--- src/rtl/uart_rx_deframer.sv ---
// uart_rx_deframer: 16x-oversampled UART receiver that turns the serial line into
// {bi,fe,pe,data} words with one-cycle done/error strobes.
module uart_rx_deframer #(
    parameter int OVERSAMPLE  = 16,
    parameter int SYNC_STAGES = 2
) (
    input  logic        pclk,
    input  logic        presetn,
    input  logic [7:0]  dll,
    input  logic [7:0]  dlh,
    input  logic        urrst,
    input  logic [1:0]  wls,
    input  logic        pen,
    input  logic        eps,
    input  logic        sp,
    input  logic        loop,
    input  logic        loop_txd,
    input  logic        uart_rxd,
    output logic [10:0] rbr,
    output logic        receive_done,
    output logic        error_check,
    output logic        parity_error,
    output logic        frame_error,
    output logic        uart_break,
    output logic        rx_busy
);
    typedef enum logic [2:0] {IDLE, START, DATA, PARITY, STOP, BRK_WAIT} state_t;

    localparam logic [3:0] LAST = 4'(OVERSAMPLE - 1);
    localparam logic [3:0] MID  = 4'(OVERSAMPLE / 2 - 1);

    state_t                 state_q, state_d;
    logic [15:0]            div_cnt_q, div_cnt_d;
    logic [SYNC_STAGES-1:0] sync_q, sync_d;
    logic [3:0]             scnt_q, scnt_d;
    logic [2:0]             bit_q, bit_d;
    logic [7:0]             data_q, data_d;
    logic                   pe_q, pe_d, par_q, par_d;
    logic [10:0]            rbr_q, rbr_d;
    logic                   done_q, done_d, perr_q, perr_d, ferr_q, ferr_d, brk_q, brk_d;
    logic [15:0]            div;
    logic                   tick, rx_s, sample, exp_par, fe, bi, pe_out;
    logic [2:0]             last_bit;

    assign div      = {dlh, dll};
    assign tick     = (div != 16'd0) && (div_cnt_q == 16'd0);
    assign rx_s     = sync_q[SYNC_STAGES-1];
    assign sample   = tick && (scnt_q == LAST);
    assign last_bit = 3'd4 + {1'b0, wls};
    assign exp_par  = sp ? ~eps : (eps ? ^data_q : ~^data_q);
    assign fe       = ~rx_s;
    assign bi       = fe && (data_q == 8'd0) && (!par_q || !pen);
    assign pe_out   = pe_q && pen;

    always_comb begin
        div_cnt_d = tick ? div - 16'd1 : (div_cnt_q != 16'd0 ? div_cnt_q - 16'd1 : div_cnt_q);
        sync_d    = {sync_q[SYNC_STAGES-2:0], loop ? loop_txd : uart_rxd};
        state_d   = state_q;
        scnt_d    = tick ? scnt_q + 4'd1 : scnt_q;
        bit_d     = bit_q;
        data_d    = data_q;
        pe_d      = pe_q;
        par_d     = par_q;
        rbr_d     = rbr_q;
        done_d    = 1'b0;
        perr_d    = 1'b0;
        ferr_d    = 1'b0;
        brk_d     = 1'b0;
        case (state_q)
            IDLE: begin
                scnt_d = 4'd0;
                if (!rx_s) state_d = START;
            end
            START: if (tick && scnt_q == MID) begin
                scnt_d  = 4'd0;
                state_d = rx_s ? IDLE : DATA;
                bit_d   = 3'd0;
                data_d  = 8'd0;
                pe_d    = 1'b0;
                par_d   = 1'b0;
            end
            DATA: if (sample) begin
                scnt_d         = 4'd0;
                data_d[bit_q]  = rx_s;
                bit_d          = bit_q + 3'd1;
                if (bit_q == last_bit) state_d = pen ? PARITY : STOP;
            end
            PARITY: if (sample) begin
                scnt_d  = 4'd0;
                par_d   = rx_s;
                pe_d    = rx_s != exp_par;
                state_d = STOP;
            end
            STOP: if (sample) begin
                scnt_d  = 4'd0;
                rbr_d   = {bi, fe, pe_out, data_q};
                done_d  = 1'b1;
                perr_d  = pe_out;
                ferr_d  = fe;
                brk_d   = bi;
                // a low stop bit parks the FSM until the line idles, so a held break is one frame
                state_d = rx_s ? IDLE : BRK_WAIT;
            end
            BRK_WAIT: begin
                scnt_d = 4'd0;
                if (rx_s) state_d = IDLE;
            end
            default: state_d = IDLE;
        endcase
        if (!urrst) begin
            state_d   = IDLE;
            scnt_d    = 4'd0;
            div_cnt_d = 16'd0;
            bit_d     = 3'd0;
            data_d    = 8'd0;
            rbr_d     = 11'd0;
            done_d    = 1'b0;
            perr_d    = 1'b0;
            ferr_d    = 1'b0;
            brk_d     = 1'b0;
        end
    end

    always_ff @(posedge pclk or negedge presetn) begin
        if (!presetn) begin
            state_q   <= IDLE;
            div_cnt_q <= 16'd0;
            sync_q    <= '1;
            scnt_q    <= 4'd0;
            bit_q     <= 3'd0;
            data_q    <= 8'd0;
            pe_q      <= 1'b0;
            par_q     <= 1'b0;
            rbr_q     <= 11'd0;
            done_q    <= 1'b0;
            perr_q    <= 1'b0;
            ferr_q    <= 1'b0;
            brk_q     <= 1'b0;
        end else begin
            state_q   <= state_d;
            div_cnt_q <= div_cnt_d;
            sync_q    <= sync_d;
            scnt_q    <= scnt_d;
            bit_q     <= bit_d;
            data_q    <= data_d;
            pe_q      <= pe_d;
            par_q     <= par_d;
            rbr_q     <= rbr_d;
            done_q    <= done_d;
            perr_q    <= perr_d;
            ferr_q    <= ferr_d;
            brk_q     <= brk_d;
        end
    end

    assign rbr          = rbr_q;
    assign receive_done = done_q;
    assign error_check  = done_q;
    assign parity_error = perr_q;
    assign frame_error  = ferr_q;
    assign uart_break   = brk_q;
    assign rx_busy      = state_q != IDLE;
endmodule

--- config.mk ---
export PLATFORM = sky130hd
export DESIGN_NAME = uart_rx_deframer
export DESIGN_NICKNAME = d
export VERILOG_FILES = /design/src/rtl/uart_rx_deframer.sv
export SDC_FILE = /design/constraint.sdc
export NUM_CORES = 1
export LEC_CHECK = 0
export ABC_AREA = 1
export CAP_MARGIN = 20
export CORE_MARGIN = 2
export CORE_UTILIZATION = 50
export DETAILED_ROUTE_END_ITERATION = 10
export PLACE_DENSITY = 0.73
export SYNTH_ARGS = -nofsm -noshare
export SYNTH_HDL_FRONTEND = slang
export SYNTH_SLANG_ARGS = --single-unit
--- constraint.sdc ---
create_clock -name pclk -period 2.3 [get_ports pclk]
set_input_delay 0.69 -clock pclk [delete_from_list [all_inputs] [get_ports pclk]]
set_output_delay 0.69 -clock pclk [all_outputs]
set_load 0.01 [all_outputs]
== After elaboration in Yosys (flattened, before gate mapping) ==
Index checks and enable logic that the tools add are counted.

* Bits in registers: 53

* $lt $le $gt $ge: 2
* Bitwise logic cells: 2
* Reductions and logical operators: 25
* $add $sub $neg: 5
* Equal/unequal tests: 22
* Muxes and demuxes: 54

{| class="wikitable"
|+ Operators with widths
! kind !! count
|-
| $mux 16 || 3
|-
| $mux 3 || 13
|-
| $mux 11 || 3
|-
| $reduce_bool 16->1 || 2
|-
| $sub 16x1->16 const B || 2
|-
| $mux 8 || 3
|-
| $ne 3x3->1 const B || 7
|-
| $mux 1 || 19
|-
| $pmux 3 s6 || 1
|-
| $logic_not 16->1 || 1
|-
| $mux 4 || 4
|-
| $pmux 8 s2 || 1
|-
| $pmux 4 s3 || 1
|-
| $bwmux 8 || 1
|-
| $logic_not 8->1 || 1
|-
| $reduce_xnor 8->1 || 1
|-
| $reduce_xor 8->1 || 1
|-
| $logic_and 1x1->1 || 7
|-
| $reduce_and 7->1 || 1
|-
| $eq 3x2->1 const B || 2
|-
| $eq 3x3->1 const B || 2
|-
| $ne 3x1->1 const B || 2
|-
| $pmux 3 s2 || 1
|-
| $reduce_and 3->1 || 2
|-
| other kinds (24) || 29
|}

== Logic depth before layout (Yosys ltp) ==
Gate-level depths: netlist of the first run.

* Depth in word-level cells: 8
* Gate-level depth with buffers: 15
* Depth with buffers taken out: 15

== Worst setup path before layout of the first run ==
OpenSTA, ideal clock, no wires.

* Path kind: input-to-reg
* Start point: input port dlh[3]
* End point: register div_cnt_q[14]
* Library setup time: 117 ps
* Path buffers: 0
* Path slack: 78 ps
* Required time: 2183 ps
* Arrival time: 2105 ps
* Stages on the path: 13
* Path through: nor2_1 nand2_1 nor2_1 nand2_2 nand2_4 nor2_1 nor2_2 ha_1 nand3_2 nor2_4 nand3_1 nor2_1 nor2_1

* Longest elaborated chain between the ends: 4
* Elaborated cells on any way between the ends: 6

{| class="wikitable"
|+ RTL lines
! what !! RTL line !! source
|-
| start, declared || 10 || <nowiki>input logic [7:0] dlh,</nowiki>
|-
| parallel branches: the longest is 4 deep, another holds $sub 16x1->16 || -- ||
|-
| end signal, assigned || 141 || <nowiki>div_cnt_q <= div_cnt_d;</nowiki>
|-
| end, declared || 33 || <nowiki>logic [15:0] div_cnt_q, div_cnt_d;</nowiki>
|}

Parallel ways; which one is timed is not known.
A chain may end at the register's enable or synchronous reset.

== Worst setup path in the final report of the first run ==
* Start point: input port dlh[0]
* End point: register div_cnt_q[5]

* Longest elaborated chain between the ends: 4
* Elaborated cells on any way between the ends: 5

{| class="wikitable"
|+ RTL lines
! what !! RTL line !! source
|-
| $reduce_bool 16->1 (*) || 46 || <nowiki>assign tick = (div != 16'd0) && (div_cnt_q == 16'd0);</nowiki>
|-
| $logic_and 1x1->1 (*) || 46 ||
|-
| $mux 16 || 56 || <nowiki>div_cnt_d = tick ? div - 16'd1 : (div_cnt_q != 16'd0 ? div_cnt_q - 16'd1 : div_cnt_q);</nowiki>
|-
| $mux 16 || 110 || <nowiki>if (!urrst) begin</nowiki>
|}

Mark *: on every way between the ends. The rest lies on a longest branch, timed or not.

==> results.md, run 1 <==
* Commonest cells after routing, fill and taps aside: 104 x nand2_1, 56 x inv_1, 51 x dfrtp_1
* Die X at 86.0 um
* WL/cell at 12.9 um
* Gr ovfl total at 0
* Startpoint Class: primary input
* CTS tree: yes
* Critical path endpoint category: register
* All-layer global routing usage at 22.9%
* Least-Margin Pin Slew at 572 ps
* VDD IR max at 0.000660 V
* Pwr dens at 798 mW/mm2
* Setup CP Type: in -> reg
* Clock-pin slew on the worst setup and hold paths at 100 ps
* Vias in the first global route at 3,038
* Synth warnings at 0
* Die H at 86.0 um
* I/O Pins at 44
* Register area share after synthesis at 39.5%
* Worst Path Required at 2540 ps
* Starting Density at 52.4%
* PortBufs at 43
* Max_slew headroom at 61.6%
* DR vias at 3,209
* DRT antenna net count at 0
* CP Launch Point: dlh[0]
* Setup tns final at 0 ps
* Synthesized Nets at 494
* Global-route wire length before repair at 13.6 mm
* Synth Register Bits at 53
* Dpl hpwl at 5.83 mm
* P&R area growth vs syn at 32.3%
* Post-layout nets at 579
* Routed vias/inst at 5.15
* Std cell rows at 29
* Longest Clk Path Bufs at 2
* Max FO, Critical Path at 6
* Minimum clock period at 2200 ps
* Avg Inst Size Synth at 7.31 um2
* Synth unique cells at 37
* Worst Hold Class: in -> async
* DRT Pass-1 Iters at 4
* H-Tree Depth at 2
* Pre-CTS WS at -530 ps
* Lkg Pwr at 2.26 nW
* WL final at 8.03 mm
* Post-layout util at 69.3%
* CTS root buffer: clkbuf_8
* Clock Skews at 8.35 ps
* Area of the multi-input gates at 0.00182 mm2
* Cells after Synth at 460
* Register area at 0.00133 mm2
* Core area at 0.00642 mm2
* Fmax at 0.454 GHz
* Finish-stage setup viols at 0
* Setup ws final at 98.1 ps
* Die area at 0.00740 mm2
* Worst skew pair latency at 310 ps
* Commonest non-fill, non-tap cell in the layout: nand2_1
* DRC Markers at 0
* Initial antenna violation count at 0
* Reg2Reg Launch Point: div_cnt_q[0]$_DFFE_PN0P_
* Initial drt markers at 282
* Clock sinks at 53
* Share of layout cells above drive strength 1 at 22.3%
* Slew Viols, Final at 0
* Gpl congestion at 0.905
* Max_cap viols at 0
* # diodes at 0
* FILL cells at 528
* Final Hold Viols at 0
* Post-CTS Hold Fix Bufs at 0
* Largest net degree at the start of global routing at 54
* CP arrival at 2450 ps
* Run status: completed
* Final period utilization at 95.7%
* Synthesized cell area at 0.00336 mm2
* TritonCTS buffer count at 5
-- what timing repair did --
item	4_1_cts	5_1_grt
pin swaps	19	18
gates cloned	0	1
resized for setup	25	32
setup endpoints to repair	31	49
buffers inserted	5	2
-- cell type report --
cell class                 instances  share of cell area, %
clock buffer                       5                   1.55
inverter                          61                   5.20
multi-input combinational        331                   41.0
clock inverter                     3                  0.562
sequential                        53                   29.9
timing repair buffer              93                   19.7
tap                               77                   2.17
-- cells by family (layout without fill, tap and decap cells) --
| family | after synthesis | after routing | synth area share [%] |
|---|---|---|---|
| adders and majority gates | 7 | 7 | 2.60 |
| AOI/OAI and AO/OA | 44 | 44 | 7.81 |
| DFF | 53 | 53 | 39.5 |
| buffers and inverters | 76 | 162 | 9.93 |
| muxes | 1 | 1 | 0.335 |
| and+or+nand+nor | 271 | 271 | 37.7 |
| xor gates and xnor gates | 8 | 8 | 2.08 |
-- layer usage --
layer,routed length (um),GRT usage [%],share of wire [%]
met2,3870,36.8,48
met1,3700,31.8,46
met3,332,3.95,4.1
met5,0,0,0
met4,129,6.93,1.6
-- registers in the layout, indices dropped and copies added, names as in the netlist, 2 cells and up --
register / count
bit_q: 3
data_q: 8
div_cnt_q: 16
rbr: 11
scnt_q: 4
state_q: 3
sync_q: 2
-- worst max-delay path: stages --
cell and delay (ps):
dlygate4sd2_1 240, nor2_1 120, nand2_1 70, nor2_1 130, nand2_2 110, nand2_4 100
nor2_2 50, nor2_2 140, buf_4 150, buf_4 110, nand3_4 100, nor2_2 180
o21ai_0 100, a21oi_1 150
-- through the flow --
stage | std cells | area [um2] | hold WS, ps | total power (W)
CTS | 620 | 4300 | 362 | 0.00342
detailed placement | 607 | 4130 | 347 | 0.00276
global placement | 607 | 4130 | 345 | 0.00273
floorplan | 460 | 3360 | 345 | 0.00222
global route | 623 | 4450 | 373 | 0.00384
finish | 623 | 4450 | 349 | 0.00355
-- final timing paths --
check	end	slack (ps)	cells after the start
min in group pclk	sync_q[1]$_DFF_PN1_	360	0
hold / removal	div_cnt_q[12]$_DFFE_PN0P_	350	2
setup / recovery	div_cnt_q[5]$_DFFE_PN0P_	100	14
setup reg to reg	rbr[10]$_DFFE_PN0P_	230	14
max in group asynchronous	sync_q[1]$_DFF_PN1_	1670	2
hold reg to reg	sync_q[1]$_DFF_PN1_	360	0
-- Yosys cell counts (all sizes together) --
master / number / area (um2)
dfstp: 2 / 52.6
nand2: 122 / 495
dfrtp: 51 / 1280
o21a: 2 / 15.0
buf: 8 / 78.8
nand3b: 1 / 11.3
o31ai: 1 / 7.51
nor3: 7 / 51.3
clkinv: 1 / 3.75
nand3: 59 / 328
nor3b: 1 / 7.51
o311ai: 1 / 8.76
nand4: 9 / 56.3
nor4: 4 / 25.0
nor2: 68 / 294
xor2: 3 / 26.3
xnor2: 5 / 43.8
clkbuf: 7 / 26.3
a21oi: 11 / 55.1
o21ai: 27 / 161
o211ai: 2 / 15.0
inv: 60 / 225
ha: 7 / 87.6
mux2: 1 / 11.3
-- report_power, final --
part	total, W	internal [W]	switching [W]
clock	0.000548	0.000220	0.000328
sequential	0.00108	0.00103	0.0000450
combinational	0.00193	0.000776	0.00115
total	0.00355	0.00203	0.00153
Note: power is estimated with default switching activity, not from simulation.
==> run 2: changes to the inputs <==
Settings changed: CORE_UTILIZATION 50 to 45, CTS_CLUSTER_DIAMETER from default to 100, PLACE_DENSITY 0.73 to 0.67.
==> results.md, run 2 (same netlist as run 1, synthesis figures left out) <==
* Setup ws final at 87.1 ps
* CP top delay family: simple AND/OR/NAND/NOR gates
* Core area at 0.00725 mm2
* Gr ovfl total at 0
* Initial antenna violation count at 0
* Max_slew headroom at 49.6%
* Worst R2R Path Depth at 14
* Max FO, Critical Path at 6
* Setup tns final at 0 ps
* P&R area growth vs syn at 40.5%
* Die X at 90.5 um
* WL final at 8.42 mm
* Routed vias/inst at 4.91
* Clock sinks at 53
* All-layer global routing usage at 21.3%
* Max_cap viols at 0
* CTS tree: yes
* # diodes at 0
* Dpl hpwl at 6.22 mm
* Lkg Pwr at 2.31 nW
* Post-layout nets at 600
* DR vias at 3,271
* Die H at 90.5 um
* VDD IR max at 0.000478 V
* Worst skew pair latency at 310 ps
* Longest Clk Path Bufs at 2
* Starting Density at 46.4%
* WL/cell at 12.6 um
* Initial drt markers at 136
* Setup CP Type: reg -> reg
* WP buf/inv at 5
* Top reg by flops: div_cnt_q
* Worst Hold Class: in -> async
* Max reg flops at 16
* CTS root buffer: clkbuf_8
* Pre-CTS WS at -516 ps
* Run status: completed
* CP max stage cell: dfrtp_1
* Final period utilization at 96.2%
* Largest net degree at the start of global routing at 24
* Gpl congestion at 0.892
* Std cell rows at 31
* Minimum clock period at 2210 ps
* Max stage delay on crit path at 380 ps
* Share of layout cells above drive strength 1 at 26.1%
* DRT antenna net count at 0
* Final Hold Viols at 0
* Global-route wire length before repair at 14.3 mm
* Crit-path cells: inv_1, nand2_1, nor2_1, nand2_2, nor2_8, nand2_4, buf_6, nor3_4, buf_6, nand2_8, inv_8, nand3_4, bufbuf_16, o21ai_2
* Commonest cells after routing, fill and taps aside: 102 x nand2_1, 62 x buf_4, 58 x inv_1
* Commonest non-fill, non-tap cell in the layout: nand2_1
* Die area at 0.00818 mm2
* DRT Pass-1 Iters at 4
* CP arrival at 2460 ps
* Worst Path Required at 2550 ps
* Vias in the first global route at 3,108
* Clock Skews at 13.2 ps
* TritonCTS buffer count at 5
* Finish-stage setup viols at 0
* DRC Markers at 0
* Clock-pin slew on the worst setup and hold paths at 110 ps
* Pwr dens at 788 mW/mm2
* PortBufs at 43
* Flop-to-flop setup slack at 90 ps
* I/O Pins at 44
* Critical path endpoint category: register
* Worst hold slack at 346 ps
* Least-Margin Pin Slew at 753 ps
* Startpoint Class: register
* Slew Viols, Final at 0
* H-Tree Depth at 2
* Fmax at 0.452 GHz
* Critical Path Most Common Cell: buf_6
* Reg-to-reg endpoint: rbr[5]$_DFFE_PN0P_
* Reg2Reg Launch Point: div_cnt_q[8]$_DFFE_PN0P_
==> run 2: layer usage <==
layer / vias up / global-route usage [%] / share of wire [%]
met4: 0 / 4.62 / 1.4
met2: 53 / 36.7 / 49
met1: 1520 / 28.5 / 47
li1: 1689 / - / -
met3: 9 / 3.26 / 3.1
met5: - / 0 / 0
==> run 2: per-stage QoR <==
stage	std cells	utilization (%)	total power [W]	instance area (um2)
4_1_cts	662	63.1	0.00351	4580
6_report	666	65.2	0.00372	4730
5_1_grt	666	65.2	0.00402	4730
3_3_place_gp	640	58.7	0.00281	4260
2_1_floorplan	460	-	0.00222	3360
3_5_place_dp	640	58.7	0.00284	4260
==> run 2: area by class of cell <==
cell class / count / area (um2)
clock inverter: 3 / 25.0
clock buffer: 5 / 68.8
fill: 614 / 2530
multi-input combinational: 331 / 1890
tap: 99 / 124
sequential: 53 / 1330
inverter: 61 / 236
timing repair buffer: 114 / 1050
==> run 2: worst max-delay path by stage <==
stage,from,endpoint,slack (ps),depth (start not counted)
2_1_floorplan,dlh[3],div_cnt_q[14]$_DFFE_PN0P_,80,13
3_3_place_gp,dlh[7],div_cnt_q[14]$_DFFE_PN0P_,-490,14
3_5_place_dp,dlh[7],div_cnt_q[14]$_DFFE_PN0P_,-520,14
4_1_cts,dlh[6],div_cnt_q[11]$_DFFE_PN0P_,20,16
5_1_grt,dll[5],div_cnt_q[12]$_DFFE_PN0P_,-10,15
6_report,div_cnt_q[8]$_DFFE_PN0P_,rbr[5]$_DFFE_PN0P_,90,14
==> run 2: report_power, final <==
part	switching, W	total (W)	internal [W]	leakage [nW]
registers	0.0000522	0.00108	0.00103	0.718
logic	0.00120	0.00209	0.000889	1.55
clock network	0.000332	0.000553	0.000221	0.0447
total	0.00158	0.00372	0.00214	2.31
==> run 2: what timing repair did <==
action / 4_1_cts / 5_1_grt
pin swaps: 17 / 33
resized for setup: 41 / 39
hold buffers: 0 / 0
cloned: 2 / 0
buffers inserted: 12 / 5
setup endpoints to repair: 42 / 17
==> run 3: changes to the inputs <==
Settings changed: CTS_BUF_LIST from default to sky130_fd_sc_hd__clkbuf_2, TNS_END_PERCENT from default to 10.
Clock period 2.3 ns to 2.5 ns, I/O delays scaled along.
==> results.md, run 3 (same netlist as run 1, synthesis figures left out) <==
* Gpl congestion at 0.840
* Worst Hold Class: in -> async
* Fmax at 0.425 GHz
* PortBufs at 43
* Worst skew pair latency at 450 ps
* TritonCTS buffer count at 5
* Initial antenna violation count at 0
* Core area at 0.00725 mm2
* DRC Markers at 0
* Max reg flops at 16
* Slew Viols, Final at 0
* WL/cell at 12.3 um
* H-Tree Depth at 2
* Dpl hpwl at 6.22 mm
* Power after layout at 0.00298 W
* Met1 Wirelength at 3.72 mm
* Pre-CTS WS at -384 ps
* I/O Pins at 44
* Startpoint Class: primary input
* Max_cap viols at 0
* Met2 WL post-DR at 3.70 mm
* Clock Skews at 19.8 ps
* Setup ws final at 150 ps
* CP arrival at 2760 ps
* WL final at 7.94 mm
* Max FO, Critical Path at 14
* Dpl cell area at 0.00423 mm2
* DRT antenna net count at 0
* Run status: completed
* Top routing layer in use: met4
* Share of layout cells above drive strength 1 at 17.9%
* Final Hold Viols at 0
* Die H at 90.5 um
* Setup tns final at 0 ps
* Gr ovfl total at 0
* Final period utilization at 94.0%
* Finish-stage setup viols at 0
* Least-Margin Pin Slew at 855 ps
* Clock-pin slew on the worst setup and hold paths at 290 ps
* Starting Density at 46.4%
* P&R area growth vs syn at 28.0%
* Routed vias/inst at 4.89
* Commonest cells after routing, fill and taps aside: 112 x nand2_1, 60 x nor2_1, 58 x inv_1
* Worst Path Required at 2910 ps
* Worst R2R Path Depth at 14
* # diodes at 0
* Minimum clock period at 2350 ps
* Global-route wire length before repair at 14.0 mm
* Critical path endpoint category: register
* Vias in the first global route at 3,006
* Die area at 0.00818 mm2
* Post-CTS Hold Fix Bufs at 0
* Final Cell Area at 0.00431 mm2
* Largest net degree at the start of global routing at 26
* Metal3 WL at 414 um
* FILL cells at 685
* Post-layout nets at 580
* Commonest non-fill, non-tap cell in the layout: nand2_1
* RSZ-0062 raised after global routing: false
* Flop-to-flop setup slack at 300 ps
* Max_slew headroom at 42.8%
* CTS root buffer: clkbuf_2
* Reg2Reg Launch Point: div_cnt_q[14]$_DFFE_PN0P_
* CTS tree: yes
* Lkg Pwr at 2.16 nW
* DRT Pass-1 Iters at 4
* Top reg by flops: div_cnt_q
* Reg-to-reg endpoint: div_cnt_q[10]$_DFFE_PN0P_
* Pwr dens at 691 mW/mm2
* Std cell rows at 31
* All-layer global routing usage at 20.8%
* VDD IR max at 0.000416 V
* Clock sinks at 53
* Die X at 90.5 um
* Setup CP Type: in -> reg
* Initial drt markers at 178
* Longest Clk Path Bufs at 2
* Post-layout util at 59.4%
* DR vias at 3,161
-- run 3: changes by cell type in the layout (fill, tap and decap cells not counted), sizes merged --
cell           before  now
buf                71   52
clkdlybuf4s15       8    0
dlygate4sd2         9    1
clkdlybuf4s50      25   41
bufbuf              1    0
-- run 3: worst max-delay path by stage --
stage                     startpoint                         to  slack, ps  cells after the start
after floorplan               dlh[3]  div_cnt_q[14]$_DFFE_PN0P_        220                     13
after detailed placement      dlh[7]  div_cnt_q[12]$_DFFE_PN0P_       -380                     15
after global routing          dlh[2]   div_cnt_q[5]$_DFFE_PN0P_          7                     10
after CTS                     dlh[7]  div_cnt_q[12]$_DFFE_PN0P_        110                     15
final                         dlh[7]   div_cnt_q[6]$_DFFE_PN0P_        150                     10
after global placement        dlh[7]  div_cnt_q[12]$_DFFE_PN0P_       -380                     15
-- run 3: where the power goes --
group          switching, W  internal, W
registers         0.0000372     0.000949
logic              0.000970     0.000657
clock network      0.000293    0.0000709
total               0.00130      0.00168
-- run 3: layout make-up --
class | instances | area (um2) | share of cell area, %
Multi-Input combinational cell | 331 | 1710 | 39.7
Clock buffer | 5 | 25.0 | 0.581
Timing Repair Buffer | 94 | 870 | 20.2
Clock inverter | 3 | 21.3 | 0.494
Sequential cell | 53 | 1330 | 30.9
Inverter | 61 | 229 | 5.32
Tap cell | 99 | 124 | 2.88
-- run 3: critical path, cell delays in order --
cell,delay [ps]
clkdlybuf4s50_1,480
nor2_1,80
nand2_1,60
nor2_1,40
nand2_2,130
buf_12,130
nor3_1,40
nor2_1,660
o21ai_0,220
a21oi_1,170
-- run 3: what timing repair did --
item	in CTS	in global routing
endpoints found under the setup margin	1	1
resized for setup	1	3
buffers inserted	2	1
pin swaps	0	2
-- run 3: per-layer routing --
metal,vias to the layer above,track usage [%]
li1,1642,-
met1,1435,29.4
met2,74,33.3
met3,10,3.34
met4,0,5.51
met5,-,0
-- run 3: through the flow --
step	std cells	hold slack [ps]
global placement	635	346
global route	646	190
detailed placement	635	351
floorplan	460	345
finish	646	214
CTS	645	209
